### config.mk
export PLATFORM = sky130hd
export DESIGN_NAME = job_issuer
export DESIGN_NICKNAME = d
export VERILOG_FILES = /design/src/rtl/job_issuer.sv
export SDC_FILE = /design/constraint.sdc
export NUM_CORES = 1
export LEC_CHECK = 0
export CAP_MARGIN = 20
export CORE_ASPECT_RATIO = 0.6
export CORE_UTILIZATION = 50
export CTS_BUF_LIST = sky130_fd_sc_hd__clkbuf_8
export DETAILED_ROUTE_END_ITERATION = 12
export HOLD_SLACK_MARGIN = 0.12
export PLACE_DENSITY = 0.73
export SLEW_MARGIN = 30
export SYNTH_ARGS = -nofsm -noshare
export SYNTH_HDL_FRONTEND = slang
export SYNTH_SLANG_ARGS = --single-unit
### constraint.sdc
create_clock -name clk -period 4.27 [get_ports clk]
set_input_delay 0.427 -clock clk [delete_from_list [all_inputs] [get_ports clk]]
set_output_delay 0.427 -clock clk [all_outputs]
set_load 0.005 [all_outputs]
### src/rtl/job_issuer.sv
// job_issuer: buffers host operand pairs in a FIFO and issues them one at a time to an
// iterative compute unit over a level start/done handshake, returning results on valid/ready.
// Optional feature macro: JOB_TIMEOUT_EN aborts a job after TIMEOUT RUN cycles without done.
module job_issuer #(
  parameter int unsigned WIDTH   = 8,
  parameter int unsigned DEPTH   = 4,
  parameter int unsigned CNT_W   = 8,
  parameter int unsigned TIMEOUT = 255
) (
  input  logic             clk,
  input  logic             rst_n,
  input  logic             in_valid,
  output logic             in_ready,
  input  logic [WIDTH-1:0] in_a,
  input  logic [WIDTH-1:0] in_b,
  output logic             unit_start,
  output logic [WIDTH-1:0] unit_a,
  output logic [WIDTH-1:0] unit_b,
  input  logic             unit_done,
  input  logic [WIDTH-1:0] unit_result,
  output logic             out_valid,
  input  logic             out_ready,
  output logic [WIDTH-1:0] out_data,
  output logic             out_err,
  output logic             busy,
  output logic [CNT_W-1:0] jobs_done
);

  localparam int unsigned AW = $clog2(DEPTH);
  localparam int unsigned CW = $clog2(DEPTH + 1);

  // Reject configurations the pointer arithmetic cannot support.
  if ((DEPTH < 2) || ((DEPTH & (DEPTH - 1)) != 0) || (TIMEOUT < 1)) begin : g_param_check
    $error("job_issuer: DEPTH must be a power of 2 >= 2 and TIMEOUT >= 1");
  end

  typedef enum logic [1:0] {IDLE, RUN, HOLD} state_t;

  state_t           state_q, state_d;
  logic [WIDTH-1:0] fifo_a [DEPTH];
  logic [WIDTH-1:0] fifo_b [DEPTH];
  logic [AW-1:0]    rd_ptr_q, wr_ptr_q;
  logic [CW-1:0]    count_q, count_d;
  logic             push, pop;
  logic             run_first_q;
  logic             timeout_hit;

  logic             unit_start_d, out_valid_d, out_err_d, in_ready_d, busy_d;
  logic [WIDTH-1:0] unit_a_d, unit_b_d, out_data_d;
  logic [CNT_W-1:0] jobs_done_d;

  assign push = in_valid && in_ready;

`ifdef JOB_TIMEOUT_EN
  localparam int unsigned TW = $clog2(TIMEOUT + 1);
  logic [TW-1:0] run_cnt_q;

  // Counts RUN cycles; zero on the first RUN cycle of every job.
  always_ff @(posedge clk or negedge rst_n) begin
    if (!rst_n) begin
      run_cnt_q <= '0;
    end else if (state_q == RUN) begin
      run_cnt_q <= run_cnt_q + 1'b1;
    end else begin
      run_cnt_q <= '0;
    end
  end

  assign timeout_hit = (run_cnt_q == TW'(TIMEOUT - 1));
`else
  assign timeout_hit = 1'b0;
`endif

  // Operand storage; no reset needed since entries are only read when counted valid.
  always_ff @(posedge clk) begin
    if (push) begin
      fifo_a[wr_ptr_q] <= in_a;
      fifo_b[wr_ptr_q] <= in_b;
    end
  end

  // Next-state and next-output logic for the issue FSM and FIFO occupancy.
  always_comb begin
    state_d      = state_q;
    pop          = 1'b0;
    unit_start_d = unit_start;
    unit_a_d     = unit_a;
    unit_b_d     = unit_b;
    out_valid_d  = out_valid;
    out_data_d   = out_data;
    out_err_d    = out_err;
    jobs_done_d  = jobs_done;
    count_d      = count_q;

    case (state_q)
      IDLE: begin
        if (count_q != '0) begin
          pop          = 1'b1;
          unit_a_d     = fifo_a[rd_ptr_q];
          unit_b_d     = fifo_b[rd_ptr_q];
          unit_start_d = 1'b1;
          state_d      = RUN;
        end
      end
      RUN: begin
        // First RUN cycle is the unit's load cycle, so done is not trusted there.
        if (!run_first_q && unit_done) begin
          out_data_d   = unit_result;
          out_err_d    = 1'b0;
          out_valid_d  = 1'b1;
          unit_start_d = 1'b0;
          state_d      = HOLD;
        end else if (timeout_hit) begin
          out_data_d   = '0;
          out_err_d    = 1'b1;
          out_valid_d  = 1'b1;
          unit_start_d = 1'b0;
          state_d      = HOLD;
        end
      end
      HOLD: begin
        if (out_valid && out_ready) begin
          out_valid_d = 1'b0;
          jobs_done_d = jobs_done + 1'b1;
          state_d     = IDLE;
        end
      end
      default: begin
        state_d = IDLE;
      end
    endcase

    case ({push, pop})
      2'b10:   count_d = count_q + 1'b1;
      2'b01:   count_d = count_q - 1'b1;
      default: count_d = count_q;
    endcase

    in_ready_d = (count_d != CW'(DEPTH));
    busy_d     = (state_d != IDLE) || (count_d != '0);
  end

  // State, pointers and all registered outputs.
  always_ff @(posedge clk or negedge rst_n) begin
    if (!rst_n) begin
      state_q     <= IDLE;
      rd_ptr_q    <= '0;
      wr_ptr_q    <= '0;
      count_q     <= '0;
      run_first_q <= 1'b0;
      unit_start  <= 1'b0;
      unit_a      <= '0;
      unit_b      <= '0;
      out_valid   <= 1'b0;
      out_data    <= '0;
      out_err     <= 1'b0;
      jobs_done   <= '0;
      in_ready    <= 1'b1;
      busy        <= 1'b0;
    end else begin
      state_q     <= state_d;
      count_q     <= count_d;
      run_first_q <= (state_q == IDLE);
      unit_start  <= unit_start_d;
      unit_a      <= unit_a_d;
      unit_b      <= unit_b_d;
      out_valid   <= out_valid_d;
      out_data    <= out_data_d;
      out_err     <= out_err_d;
      jobs_done   <= jobs_done_d;
      in_ready    <= in_ready_d;
      busy        <= busy_d;
      if (push) begin
        wr_ptr_q <= wr_ptr_q + 1'b1;
      end
      if (pop) begin
        rd_ptr_q <= rd_ptr_q + 1'b1;
      end
    end
  end

endmodule

# Yosys cells after proc, flatten, opt, wreduce, memory -nomap -nowiden
# Memories as Yosys holds them, arrays and structs flattened. A register that Yosys moved wholly into a read port is not among the register bits.
# Index checks and enable logic that the tools add are counted.
[totals] ff_bits=30 mem_bits_rw=64 input_bits=29 out_inout_bits=37 wordCells=59 mem_count=2
[classes] n_addsub=5 n_eq_ne=8 mux=15 reduce_logical=18
[memory_table] memory="fifo_a" words=4 width=8 read_ports=1 rd_clocked_by_memory_dff=1 wr=1 line_no="40" rtl="logic [WIDTH-1:0] fifo_a [DEPTH];"
[memory_table] memory="fifo_b" words=4 width=8 read_ports=1 rd_clocked_by_memory_dff=1 wr=1 line_no="41" rtl="logic [WIDTH-1:0] fifo_b [DEPTH];"
[ops] op="$add 8x1->8 const B" n=1
[ops] op="$mux 1" n=8
[ops] op="$mux 2" n=3
[ops] op="$ne 2x2->1 const B" n=3
[ops] op="$pmux 2 s3" n=1
[ops] op="$pmux 3 s2" n=1
[ops] op="$reduce_and 2->1" n=3
[ops] op="$reduce_and 3->1" n=2
[ops] op="$reduce_bool 2->1" n=3
[ops] op="$reduce_bool 3->1" n=2
[ops] op="$add 2x1->2 const B" n=2
[ops] op="$eq 2x1->1 const B" n=2
[ops] op="$eq 2x2->1 const B" n=2
[ops] op="$pmux 1 s2" n=2
[ops] op="$add 3x1->3 const B" n=1
[ops] op="$logic_and 1x1->1" n=3
[ops] op="$logic_not 1->1" n=3
[ops] op="$ne 3x3->1 const B" n=1
[ops] op="$sub 3x1->3 const B" n=1
[ops] op="$logic_not 2->1" n=1
[ops] op="$logic_or 1x1->1" n=1

# Longest topological paths before layout
[logic_depth] depth_word=7 mapped_depth=10 mapped_depth_nobuf=9

# Worst setup path before layout
# OpenSTA, ideal clock, no wires.
[synth_path] path_kind="register to register" startpoint="register state_q[1]" endpoint="register busy" arrival_ps=2310 slack_ps=1821 path_stages_with_launch=11 path_buffers=1 synth_period_minus_slack_ps=2449 cell_sequence="dfrtp_1 -> nor2_1 -> o31a_1 -> buf_2 -> ha_1 -> inv_1 -> fa_1 -> xor2_1 -> nor2_1 -> xor2_1 -> or4b_1"
[synth_between] elab_chain_cells=6 word_cells_on_any_way=14 classes_between="eq/ne: 4; mux: 6; reduce/logical: 4"
[synth_lines] item="start: declaration" line_no="39" rtl="state_t state_q, state_d;"
[synth_lines] item="start signal: assignment" line_no="161" rtl="state_q <= state_d;"
[synth_lines] item="$logic_not 2->1 (*)" line_no="95" rtl="case (state_q)"
[synth_lines] item="$mux 1 (*)" line_no="95"
[synth_lines] item="via pop" line_no="44" rtl="logic push, pop;"
[synth_lines] item="$eq 2x1->1 or $eq 2x2->1 (tied branches)" line_no="133" rtl="case ({push, pop})"
[synth_lines] item="$pmux 3 s2 (*)" line_no="133"
[synth_lines] item="via count_d[2]" line_no="43" rtl="logic [CW-1:0] count_q, count_d;"
[synth_lines] item="$reduce_bool 3->1 (*)" line_no="140" rtl="busy_d = (state_d != IDLE) || (count_d != '0);"
[synth_lines] item="$logic_or 1x1->1 (*)" line_no="140"
[synth_lines] item="via busy_d" line_no="48" rtl="logic unit_start_d, out_valid_d, out_err_d, in_ready_d, busy_d;"
[synth_lines] item="end signal: assignment" line_no="172" rtl="busy <= busy_d;"
[synth_lines] item="end: declaration" line_no="25" rtl="output logic busy,"
# The timed path passes the listed nets; every way through them passes the cells marked *.
# A chain may end at the register's enable or synchronous reset.

# Worst setup path in the final report
[layout_path] startpoint="register state_q[1]" endpoint="register busy"
[layout_between] elab_chain_cells=6 word_cells_on_any_way=14 classes_between="eq/ne: 4; mux: 6; reduce/logical: 4"
[layout_lines] item="$logic_not 2->1" line_no="95"
[layout_lines] item="$mux 1" line_no="95"
[layout_lines] item="$eq 2x1->1 or $eq 2x2->1 (tied branches)" line_no="133"
[layout_lines] item="$pmux 3 s2" line_no="133"
[layout_lines] item="$reduce_bool 3->1" line_no="140"
[layout_lines] item="$logic_or 1x1->1 (*)" line_no="140"
[layout_lines] item="via busy_d" line_no="48"
# Marks and branches as above.

==> results.yml <==
run_status:
  status: "finished, final reports clean"
synthesis:
  post_synth_num_cell_types: 31
  yosysSeqAreaShare_pct: 72.69
  postSynthCellCount: 228
  yosys_warnings: 0
  syn-num-nets: 264
  synth_seq_cells: 110
  syn-cell-area_sq_mm: 0.004229
  avgSynthCellArea_sq_um: 18.55
  synthFlopType: "edfxtp_1"
  async_flop_share_pct: 41.82
  synth_edf_count: 64
placement:
  port_buffers: 64
  placed_area_sq_mm: 0.004952
  dp_hpwl_mm: 4.458
  dpl_worst_slack_ns: 1.392
  gp_congestion: 0.7160
setup_path:
  cp_cell_sequence: "nor2_1 > o31a_2 > ha_1 > inv_1 > fa_1 > nor2b_1 > nand2_1 > o21ai_0 > or4b_1"
  criticalPathCategory: "register to register"
  cp.arrival_ns: 3.10
  cp_slowest_cell: "o31a_2"
  crit_path_start_kind: "register"
  crit_path_end_kind: "register"
  cp_max_fo: 21
  required_ns: 4.51
  max_stage_delay_ns: 0.55
cts:
  cts_resized: 0
  cts_hold_buffers: 1
  cts_inserted_buffers: 9
  root_buffer: "clkbuf_8"
  cts_setup_buffers: 0
  htree_levels: 3
  cts_buffer_depth: 2
  cts_tree: "done"
  cts_sinks: 110
  path_clk_slew_ns: 0.09
  clk_latency_ns: 0.37
global_route:
  grt_start_max_net_pins: 47
  grt_pass1_vias: 2117
  track_usage_pct: 17.46
  overflow: 0
  antenna_found_initial: 0
  grt_pass1_wl_mm: 11.08
floorplanning:
  core_sq_mm: 0.008039
  die-width_um: 120.7
  ioPinCount: 66
  start_util_pct: 52.61
  row_count: 25
  fp.dieArea_sq_mm: 0.008842
  die_h_um: 73.24
drt:
  post_drt_wl_per_cell_um: 16.74
  avgViaCountPerCell: 5.159
  vias: 2110
  drcViolationCount: 0
  antenna_left: 0
  totalWireLength_mm: 6.847
  drtPass1Iterations: 4
  drt_iter0_drc: 149
timing:
  relSlewSlack_pct: 40.53
  finalSetupViolCount: 0
  fin_skew_ns: 0.006661
  slew_violations: 0
  setup_tns_ns: 0
  tightest_slew_ns: 0.8920
  setup_slack_ns: 1.415
  fmax_mhz: 350.3
  timing.final.crit_share_pct: 66.85
  hold_violations: 0
  min_period_ns: 2.855
  rsz0062_at_grt: "no"
layout:
  post-route-cell-area_sq_mm: 0.005140
  diodes: 0
  area_growth_pct: 21.54
  drive_gt1_share_pct: 19.93
  nFillCells: 578
  final_core_util_pct: 63.94
  layout.nets: 332
min_path:
  hold_path.class: "register to register"
pwr:
  ir_drop_uv: 344.5
  power.leakage_nw: 1.942
  p_per_area_mw_per_mm2: 654.3
flow_run:
  max_cap_viol_count: 0
==> synthesized netlist by cell type (2+ instances only) <==
library cell   n  area share (%)
mux2_2        25             6.7
and3_1         4            0.59
buf_2          6            0.71
nor2b_1        2            0.30
xor2_1         8             1.7
buf_6          2            0.53
ha_1           6             1.8
dfrtp_1       45              27
edfxtp_1      64              45
inv_1          7            0.62
xnor2_1        5             1.0
a21oi_1        2            0.24
nand3_1        4            0.47
nor2_1         6            0.53
nand2_1       11            0.98
mux4_2        16             8.5
==> through the flow <==
| stage | cells | hold WS (ns) | total power, W |
|---|---|---|---|
| floorplan | 228 | 0.1314 | 0.002371 |
| global placement | 392 | 0.4572 | 0.002813 |
| detailed placement | 392 | 0.4681 | 0.002850 |
| CTS | 409 | 0.4810 | 0.003412 |
| global route | 409 | 0.5043 | 0.003578 |
| finish | 409 | 0.4752 | 0.003363 |
==> flip-flops by register name, indices dropped and copies added, names as in the netlist, 2 cells and up <==
name / cells
unit_b: 8
jobs_done: 8
out_data: 8
unit_a: 8
count_q: 3
wr_ptr_q: 2
rd_ptr_q: 2
fifo_a: 32
state_q: 2
fifo_b: 32
==> worst max-delay path: cells and delay by family (launching register included) <==
kind	cells	cell delay, ns
flops	1	0.42
buf+inv	1	0.06
simple gates	4	0.84
fa+ha+maj	2	0.75
compound gates	2	0.65
==> kinds of logic after synthesis <==
group	count (synthesis)	synth area share, %
buffers and inverters	16	2.042
DFF	110	72.69
AOI/OAI and AO/OA	7	1.124
other	1	0.08867
and+or+nand+nor	33	3.935
muxes	41	15.18
xor gates and xnor gates	13	2.692
adders and majority gates	7	2.248
==> final cells by class <==
cell class	instances	area (sq um)	area share [%]
multi-input combinational	102	1070	20.81
timing repair buffer	66	655.6	12.76
clock buffer	11	151.4	2.945
sequential	110	3075	59.83
inverter	7	26.28	0.5112
clock inverter	5	26.28	0.5112
tap	108	135.1	2.629
==> placed cells by master, fill, tap and decap left out, drive strengths merged, types with 2 or more instances in the layout <==
| cell | Yosys | routed |
|---|---|---|
| nand2 | 11 | 11 |
| nand3 | 4 | 4 |
| nor2b | 2 | 2 |
| buf | 9 | 2 |
| mux2 | 25 | 25 |
| a21oi | 2 | 2 |
| mux4 | 16 | 16 |
| clkdlybuf4s50 | 0 | 63 |
| edfxtp | 64 | 64 |
| clkbuf | 0 | 11 |
| xor2 | 8 | 8 |
| dfrtp | 45 | 45 |
| and3 | 4 | 4 |
| ha | 6 | 6 |
| clkinv | 0 | 3 |
| inv | 7 | 9 |
| xnor2 | 5 | 5 |
| nor2 | 6 | 6 |
==> where the power goes <==
part | internal (W) | switching, W | leakage (nW)
logic | 0.000705 | 0.000412 | 0.708
registers | 0.00146 | 0.000229 | 1.13
clock network | 0.000239 | 0.000320 | 0.102
==> worst paths after layout <==
path	startpoint	end	slack (ns)	cells past startpoint
worst min register to register	jobs_done[7]$_DFFE_PN0P_	jobs_done[7]$_DFFE_PN0P_	0.48	1
min in group asynchronous	rst_n	unit_a[3]$_DFFE_PN0P_	0.60	2
worst max-delay path	state_q[1]$_DFF_PN0_	busy$_DFF_PN0_	1.42	9
worst max register to register	state_q[1]$_DFF_PN0_	busy$_DFF_PN0_	1.42	9
worst min-delay path	jobs_done[7]$_DFFE_PN0P_	jobs_done[7]$_DFFE_PN0P_	0.48	1
max in group asynchronous	rst_n	rd_ptr_q[0]$_DFFE_PN0P_	3.22	2
==> routing by layer <==
metal,share of wire (%),vias to the layer above,global-route usage (%)
li1,-,984,-
met1,50,1076,24.88
met2,45,41,25.22
met3,3.7,9,5.234
met4,1.5,0,7.545
met5,0,-,0
No activity file was read; power rests on OpenSTA's default activity.
